**src/rtl/riscv_v_pkg.sv**
```systemverilog
// riscv_v_pkg
// Shared types and constants for the vector lane sequencer and its helpers.
// The descriptor struct is sized from the default VLEN / tag width below; a
// sequencer instance is expected to use the same VLEN and TAG_W as these
// defaults (DP_W may differ per instance).
package riscv_v_pkg;

    localparam int VLEN_DEF   = 128;
    localparam int DP_W_DEF   = 64;
    localparam int DESC_TAG_W = 4;

    // Bytes per beat and element-count width for the default configuration.
    localparam int BPB  = DP_W_DEF / 8;
    localparam int VL_W = $clog2(VLEN_DEF) + 1;

    typedef enum logic [1:0] {
        SEW8  = 2'd0,
        SEW16 = 2'd1,
        SEW32 = 2'd2,
        SEW64 = 2'd3
    } riscv_v_sew_e;

    typedef enum logic {
        IDLE = 1'b0,
        RUN  = 1'b1
    } riscv_v_seq_state_e;

    typedef struct packed {
        logic [VL_W-1:0]       vl;
        logic [VL_W-1:0]       vstart;
        riscv_v_sew_e          vsew;
        logic [DESC_TAG_W-1:0] tag;
    } riscv_v_seq_desc_t;

endpackage

```
**src/rtl/riscv_v_beat_mask_gen.sv**
```systemverilog
// riscv_v_beat_mask_gen
// Purely combinational per-byte active mask and last-beat flag for one
// DP_W-bit beat whose byte 0 holds element 'cur'.
// Ports:
//   cur        in  VL_W+1  element index of byte 0 of the beat
//   vstart     in  VL_W    first active element
//   vl         in  VL_W    vector length (one past last active element)
//   vsew       in  3       element width code (0=8b .. 3=64b), must be legal
//   beat_bmask out DP_W/8  byte b set iff vstart <= cur+(b>>vsew) < vl
//   beat_last  out 1       cur + elements-per-beat >= vl
module riscv_v_beat_mask_gen #(
    parameter int VL_W = 8,
    parameter int DP_W = 64
) (
    input  logic [VL_W:0]       cur,
    input  logic [VL_W-1:0]     vstart,
    input  logic [VL_W-1:0]     vl,
    input  logic [2:0]          vsew,
    output logic [DP_W/8-1:0]   beat_bmask,
    output logic                beat_last
);

    localparam int BPB_L = DP_W / 8;
    // Two extra bits so cur plus an in-beat offset never wraps.
    localparam int EW    = VL_W + 2;

    logic [EW-1:0] elem;
    logic [EW-1:0] epb;

    always_comb begin
        beat_bmask = '0;
        elem       = '0;
        epb        = EW'(BPB_L) >> vsew;
        for (int b = 0; b < BPB_L; b++) begin
            elem          = EW'(cur) + (EW'(b) >> vsew);
            beat_bmask[b] = (elem >= EW'(vstart)) && (elem < EW'(vl));
        end
        beat_last = (EW'(cur) + epb) >= EW'(vl);
    end

endmodule

```
**src/rtl/riscv_v_lane_sequencer.sv**
```systemverilog
// riscv_v_lane_sequencer
// Accepts one vector op descriptor and strip-mines it into DP_W-bit beats,
// each carrying its base element index, per-byte active mask and last flag.
// Ports:
//   clk, rst (async, active-low)
//   clear_pipe            synchronous flush of the op in flight
//   in_valid/in_ready     descriptor handshake; in_vl, in_vstart, in_vsew, in_tag
//   beat_valid/beat_ready beat handshake; beat_idx, beat_bmask, beat_last, beat_tag
//   busy                  op in progress
//   done / err            one-cycle completion / rejection pulses
//   progress              next unissued element (resume point after a flush)
module riscv_v_lane_sequencer
    import riscv_v_pkg::*;
#(
    parameter int VLEN  = 128,
    parameter int DP_W  = 64,
    parameter int TAG_W = 4,
    localparam int VLW  = $clog2(VLEN) + 1
) (
    input  logic                clk,
    input  logic                rst,
    input  logic                clear_pipe,
    input  logic                in_valid,
    output logic                in_ready,
    input  logic [VLW-1:0]      in_vl,
    input  logic [VLW-1:0]      in_vstart,
    input  logic [2:0]          in_vsew,
    input  logic [TAG_W-1:0]    in_tag,
    output logic                beat_valid,
    input  logic                beat_ready,
    output logic [VLW-1:0]      beat_idx,
    output logic [DP_W/8-1:0]   beat_bmask,
    output logic                beat_last,
    output logic [TAG_W-1:0]    beat_tag,
    output logic                busy,
    output logic                done,
    output logic                err,
    output logic [VLW-1:0]      progress
);

    localparam int BPB_L   = DP_W / 8;
    // Widest legal SEW code: element must fit in one beat, and the ISA caps it at 64b.
    localparam int MAX_SEW = ($clog2(BPB_L) > 3) ? 3 : $clog2(BPB_L);
    localparam logic [VLW:0] BPB_W = (VLW+1)'(BPB_L);

    riscv_v_seq_state_e state_q, state_d;
    riscv_v_seq_desc_t  desc_q, desc_d;
    logic [VLW:0]       cur_q, cur_d;
    logic [VLW-1:0]     progress_q, progress_d;
    logic               done_q, done_d;
    logic               err_q, err_d;

    logic               run;
    logic               in_sew_ok;
    logic [VLW:0]       in_epb;
    logic [VLW:0]       in_start;
    logic [VLW:0]       epb;
    logic [VLW:0]       cur_nxt;
    logic [BPB_L-1:0]   bmask_w;
    logic               last_w;

    assign run       = (state_q == RUN);
    assign in_sew_ok = (in_vsew <= 3'(MAX_SEW));
    assign in_epb    = BPB_W >> in_vsew;
    // EPB is a power of two, so aligning vstart down is a mask of its low bits.
    assign in_start  = {1'b0, in_vstart} & ~(in_epb - (VLW+1)'(1));
    assign epb       = BPB_W >> desc_q.vsew;
    assign cur_nxt   = cur_q + epb;

    // Flush wins over a new descriptor; nothing is accepted while in reset.
    assign in_ready  = rst && !clear_pipe && (state_q == IDLE);

    riscv_v_beat_mask_gen #(
        .VL_W (VLW),
        .DP_W (DP_W)
    ) u_mask (
        .cur        (cur_q),
        .vstart     (desc_q.vstart),
        .vl         (desc_q.vl),
        .vsew       ({1'b0, desc_q.vsew}),
        .beat_bmask (bmask_w),
        .beat_last  (last_w)
    );

    always_comb begin
        state_d    = state_q;
        desc_d     = desc_q;
        cur_d      = cur_q;
        progress_d = progress_q;
        done_d     = 1'b0;
        err_d      = 1'b0;
        case (state_q)
            IDLE: begin
                if (in_valid && in_ready) begin
                    if (!in_sew_ok) begin
                        err_d = 1'b1;
                    end else if ((in_vl == '0) || (in_vstart >= in_vl)) begin
                        done_d     = 1'b1;
                        progress_d = in_vstart;
                    end else begin
                        state_d       = RUN;
                        desc_d.vl     = in_vl;
                        desc_d.vstart = in_vstart;
                        desc_d.vsew   = riscv_v_sew_e'(in_vsew[1:0]);
                        desc_d.tag    = DESC_TAG_W'(in_tag);
                        cur_d         = in_start;
                        progress_d    = in_vstart;
                    end
                end
            end
            RUN: begin
                if (clear_pipe) begin
                    // A beat handshaken in this cycle is dropped, not committed.
                    state_d = IDLE;
                end else if (beat_ready) begin
                    cur_d      = cur_nxt;
                    progress_d = (cur_nxt >= {1'b0, desc_q.vl}) ? desc_q.vl
                                                                 : cur_nxt[VLW-1:0];
                    if (last_w) begin
                        state_d = IDLE;
                        done_d  = 1'b1;
                    end
                end
            end
            default: state_d = IDLE;
        endcase
    end

    always_ff @(posedge clk or negedge rst) begin
        if (!rst) begin
            state_q    <= IDLE;
            progress_q <= '0;
            done_q     <= 1'b0;
            err_q      <= 1'b0;
        end else begin
            state_q    <= state_d;
            progress_q <= progress_d;
            done_q     <= done_d;
            err_q      <= err_d;
        end
    end

    // Descriptor and element cursor are only observed while RUN, so no reset.
    always_ff @(posedge clk) begin
        desc_q <= desc_d;
        cur_q  <= cur_d;
    end

    // Beat outputs derive from registered state only; beat_ready never reaches them.
    assign beat_valid = run;
    assign busy       = run;
    assign beat_idx   = run ? cur_q[VLW-1:0] : '0;
    assign beat_bmask = run ? bmask_w : '0;
    assign beat_last  = run && last_w;
    assign beat_tag   = run ? TAG_W'(desc_q.tag) : '0;
    assign done       = done_q;
    assign err        = err_q;
    assign progress   = progress_q;

endmodule

```
**config.mk**
```make
export PLATFORM = sky130hd
export DESIGN_NAME = riscv_v_lane_sequencer
export DESIGN_NICKNAME = d
export VERILOG_FILES = /design/src/rtl/riscv_v_pkg.sv /design/src/rtl/riscv_v_beat_mask_gen.sv /design/src/rtl/riscv_v_lane_sequencer.sv
export SDC_FILE = /design/constraint.sdc
export NUM_CORES = 1
export LEC_CHECK = 0
export ABC_AREA = 1
export CAP_MARGIN = 20
export CORE_MARGIN = 2
export CORE_UTILIZATION = 60
export DETAILED_ROUTE_END_ITERATION = 12
export PLACE_DENSITY = 0.82
export SYNTH_ARGS = -nofsm -noshare
export SYNTH_HDL_FRONTEND = slang
export SYNTH_HIERARCHICAL = 1
export SYNTH_SLANG_ARGS = --single-unit
```
**constraint.sdc**
```tcl
create_clock -name clk -period 5.1 [get_ports clk]
set_input_delay 0.765 -clock clk [delete_from_list [all_inputs] [get_ports clk]]
set_output_delay 0.765 -clock clk [all_outputs]
set_load 0.02 [all_outputs]
```
* After elaboration in Yosys (flattened, before gate mapping)
Cells that the tools add are included.
** Cells by class
- Multiplexer cells :: 32
- $lt $le $gt $ge :: 20
- Bitwise operators :: 4
- Shifts and indexed selects :: 11
- Multiply operators :: 0
- $add $sub $neg :: 11
- Equal/unequal tests :: 5
- Divide/modulo/power cells :: 0
- Reduce and logical (&&, ||, !) cells :: 18
** Operator list (number)
- $add 9x10->10 :: 9
- $ge 10x8->1 :: 9
- $lt 10x8->1 :: 8
- $mux 8 :: 7
- $mux 9 :: 5
- $shr 3x2->10 const A :: 4
- $shr 1x2->10 const A :: 2
- $shr 2x2->10 const A :: 2
- $pmux 9 s2 :: 1
- $pmux 8 s2 :: 1
- $mux 1 :: 15
- $logic_and 1x1->1 :: 12
- $shr 4x2->10 const A :: 1
- $add 9x9->9 :: 1
- $and 8x9->9 :: 1
- $ge 9x8->1 :: 1
- $not 9->9 :: 1
- $shr 4x2->9 const A :: 1
- $shr 4x3->9 const A :: 1
- $sub 9x1->9 const B :: 1
- $ge 8x8->1 :: 1
- $logic_not 8->1 :: 1
- $ne 2x2->1 const B :: 4
- $reduce_and 4->1 :: 2
- 8 further kinds :: 10
** Storage, ports and cells
- Memories :: 0
- Output and inout bits :: 34
- Word-level logic and storage cells :: 110
- Input bits :: 28
- Flip-flop bits (word level) :: 42
- RAM bits :: 0
- Bits in latches :: 0
- ROM bits :: 0

* Logic depth before layout (Yosys ltp)
- Depth after elaboration :: 8
- Mapped depth :: 23
- Gate-level depth less buffers :: 23

* Modules after synthesis
The synthesis kept the hierarchy.
** By module, submodules not included
- riscv_v_beat_mask_gen :: cells an instance 684, sequential area each 0.0 µm², area an instance 4516.8 µm², instances 1
- riscv_v_lane_sequencer :: cells an instance 313, sequential area each 1206.2 µm², area an instance 2681.3 µm², instances 1

* Worst setup path after synthesis
Ideal clock, no wire load.
- Kind :: register -> output
- Start :: register desc_q[4] (netlist name)
- End :: output beat_bmask[4]
- Arrival :: 2931 ps
- Slack :: 1404 ps
- Path buffers :: 1
- Stages on the path, launching flop included :: 24
- Required time :: 4335 ps
- Cells stage by stage :: edfxtp_1 -> inv_1 -> ha_1 -> inv_1 -> nor2_1 -> ha_1 -> buf_4 -> inv_1 -> o21ai_0 -> inv_1 -> nand2_1 -> nand2_1 -> xor2_1 -> ha_1 -> nand2_1 -> nor2_1 -> o21ai_0 -> nand3_1 -> nand3_1 -> nand2_1 -> nand3_1 -> nor2_1 -> nand2_1 -> inv_1
** Between the ends
- Word-level cells in the longest chain between the ends :: 5
- Elaborated cells between the ends (all ways) :: 6
- Classes of those cells :: add/sub: 1; order compare: 2; shift: 1; mux: 1; reduce/logical: 1
** Ends and longest elaborated chain
- start: declaration :: line riscv_v_lane_sequencer.sv:47 : riscv_v_seq_desc_t desc_q, desc_d;
- start signal: assignment :: line riscv_v_lane_sequencer.sv:145 : desc_q <= desc_d;
- $shr 3x2->10 * :: line riscv_v_beat_mask_gen.sv:35 : elem = EW'(cur) + (EW'(b) >> vsew);
- $add 9x10->10 * :: line riscv_v_beat_mask_gen.sv:35
- $ge 10x8->1 or $lt 10x8->1 (tied branches) :: line riscv_v_beat_mask_gen.sv:36 : beat_bmask[b] = (elem >= EW'(vstart)) && (elem < EW'(vl));
- $logic_and 1x1->1 * :: line riscv_v_beat_mask_gen.sv:36
- via bmask_w[4] :: line riscv_v_lane_sequencer.sv:59 : logic [BPB_L-1:0] bmask_w;
- $mux 8 * :: line riscv_v_lane_sequencer.sv:153 : assign beat_bmask = run ? bmask_w : '0;
- end: declaration :: line riscv_v_lane_sequencer.sv:32 : output logic [DP_W/8-1:0] beat_bmask,
The timed path passes the listed nets; every way through them passes the cells marked *.

* Worst setup path after layout
- Start :: register desc_q[4] (netlist name)
- End :: output beat_bmask[7]
The elaborated chain is that of the path after synthesis.

==> results.sh <==
export IMPL_status="complete, no violations"
export IMPL_critPathLaunch="desc_q[4]"
export IMPL_holdCritPathClass="flop to flop"
export IMPL_wire_per_inst_um=16.3
export IMPL_num_rows=40
export IMPL_gp_congestion=0.967
export IMPL_diodes=0
export IMPL_setup_violations=0
export IMPL_fp_coreArea_um2=11900
export IMPL_ys_types=44
export IMPL_rr_endpoint="done"
export IMPL_clock_sinks=42
export IMPL_async_reset_ff_frac=0.262
export IMPL_floorplan_initialDensity=0.607
export IMPL_crit_end="beat_bmask[7]"
export IMPL_finalMaxSlewViolations=0
export IMPL_hold_viol_final=0
export IMPL_worstSkewPairLatency_ns=0.29
export IMPL_grt_start_max_net_pins=28
export IMPL_grtUsageTotal=0.316
export IMPL_synth_enable_flop_cells=31
export IMPL_io_pins=62
export IMPL_grt_remaining_overflow=0
export IMPL_ctsLongestPathBuffers=2
export IMPL_fin_skew_ns=0.00285
export IMPL_synth_area_um2=7200
export IMPL_tightest_slew_ns=0.619
export IMPL_rsz0062_at_grt="no"
export IMPL_pre_cts_slack_ns=0.485
export IMPL_final_util=0.690
export IMPL_crit_type="flop to output port"
export IMPL_ff2ff_path_depth=19
export IMPL_drive_above_1_share=0.0499
export IMPL_antenna_found_initial=0
export IMPL_root_buffer="clkbuf_16"
export IMPL_power_mw=1.14
export IMPL_die_area_um2=12900
export IMPL_holdWs_ns=0.529
export IMPL_start_kind="flop"
export IMPL_drt_iter0_markers=451
export IMPL_seq_area_frac_synth=0.168
export IMPL_grt_pass1_vias=6789
export IMPL_period_needed_ns=4.84
export IMPL_detail_route_vias_per_cell=5.67
export IMPL_end_kind="output port"
export IMPL_required_ns=4.34
export IMPL_p_leak_nw=4.38
export IMPL_yosys_warnings=6
export IMPL_fmaxAchievable_mhz=207
export IMPL_synthTopCellsByArea="ha_1 30%, edfxtp_1 13%, nand2_1 12%"
export IMPL_reg2reg_slack_ns=1.72
export IMPL_drt_first_pass_iters=5
export IMPL_synth_top_cell_area_share=0.295
export IMPL_yosysTopAreaCell="ha_1"
export IMPL_die_y_um=114
export IMPL_maxCapViolations=0
export IMPL_port_buffers=61
export IMPL_critPathMaxFanout=10
export IMPL_synth_seq_cells=42
export IMPL_placed_cells=1200
export IMPL_instances_no_fill=1210
export IMPL_ant_nets=0
export IMPL_synth_area_per_cell_um2=7.22
export IMPL_grt_pass1_wl_mm=32.5
export IMPL_fin_crit_sh=0.949
export IMPL_cts_reportedPaths_clkPinSlew_ns=0.06
export IMPL_syn2layout_area_growth_pct=13.7
export IMPL_routed_wl_mm=19.7
export IMPL_setup_slack_ns=0.261
export IMPL_p_per_area_nw_per_um2=139
export IMPL_drc=0
export IMPL_final_setup_tns_ns=0
export IMPL_cts_tree="yes"
export IMPL_synth_common_cells="239 x nand2_1, 170 x ha_1, 154 x inv_1"
export IMPL_syn_num_nets=1200
export IMPL_numCtsBuffers=5
export IMPL_dp_hpwl_mm=15.4
export IMPL_vias=6861
export IMPL_ys_flop_type="edfxtp_1"
export IMPL_relSlewSlack=0.588
export IMPL_max_vdd_ir_drop_mv=0.169
export IMPL_die_x_um=114
export IMPL_cts_htree_levels=2
export IMPL_rr_startpoint="desc_q[4]"
export IMPL_yosysMostFrequentCell="nand2_1"
export IMPL_nets=1266
export IMPL_syn_inst=997
export IMPL_fin_area_um2=8180
export IMPL_arrival_ns=4.07
export IMPL_place_area_um2=7970
## routing by layer
layer,GRT usage,wire length [µm]
met5,0,0
met4,0.168,1090
met3,0.0340,1170
met2,0.562,9470
met1,0.375,8000
## placed cells by master (no fill, tap or decap), types with 3 or more instances in the layout
master,instances
inv_1,154
nor2_1,82
nor4_1,3
inv_2,4
a21o_1,3
a21oi_1,66
buf_4,15
o21a_1,7
nand2_2,6
o21ai_0,25
xnor2_1,8
a21boi_0,6
ha_1,169
o22ai_1,5
xor2_1,46
a21oi_2,9
dfrtp_1,11
nand4_1,19
edfxtp_1,31
fa_1,5
nand2_1,239
o21bai_1,4
clkbuf_16,5
clkdlybuf4s50_1,61
nand3_1,49
nor3_1,6
## state kept, by name, indices dropped and copies added (netlist names)
register,cells
cur_q,9
beat_valid,1
err,1
desc_q,22
progress,8
done,1
## what timing repair did
item                                    in CTS  in global routing
endpoints found under the setup margin       0                  4
hold buffers                                 0                  0
resized for setup                            0                  3
buffers inserted                             0                  3
## worst min path at each step
stage	from	endpoint	slack, ns	cells after the start
2_1_floorplan	rst	beat_valid	0.47	0
3_3_place_gp	progress[7]	progress[7]	0.51	2
3_5_place_dp	progress[3]	progress[3]	0.51	2
4_1_cts	progress[3]	progress[3]	0.53	2
5_1_grt	progress[0]	progress[0]	0.56	2
6_report	progress[3]	progress[3]	0.53	2
## cells by family (layout without fill, tap and decap cells)
kind of cell    count (synthesis)  after routing  synth area share
simple gates                  413            413             0.243
buf+inv                       177            243            0.0998
fa+ha+maj                     175            175             0.309
compound gates                133            133             0.109
xor+xnor                       56             56            0.0707
flops                          42             42             0.168
other cells                     1              1          0.000521
## final cells by class
| class | instances | area (µm²) |
|---|---|---|
| Multi-Input combinational cell | 778 | 5300 |
| Clock buffer | 6 | 139 |
| Tap cell | 147 | 184 |
| Clock inverter | 1 | 30.0 |
| Sequential cell | 42 | 1210 |
| Inverter | 160 | 606 |
| Fill cell | 1030 | 3680 |
| Timing Repair Buffer | 76 | 723 |
## critical path, stage by stage (launching register included)
cell and delay (ns):
edfxtp_1 0.49, inv_1 0.15, ha_1 0.16, inv_1 0.05, nor2_1 0.23, ha_4 0.29
nand2_1 0.07, nand2_1 0.06, a21oi_1 0.38, nor2_1 0.12, xor2_1 0.22, ha_1 0.30
a21oi_1 0.16, o21ai_0 0.10, nor2_1 0.11, o211ai_1 0.09, nor2_1 0.09, nand2_1 0.05
inv_1 0.07, clkdlybuf4s50_1 0.59
## power breakdown
part	switching (mW)	internal, mW
logic	0.205	0.151
clock network	0.129	0.242
registers	0.0192	0.391
total	0.354	0.784
Power figures use the tool's default switching activity.
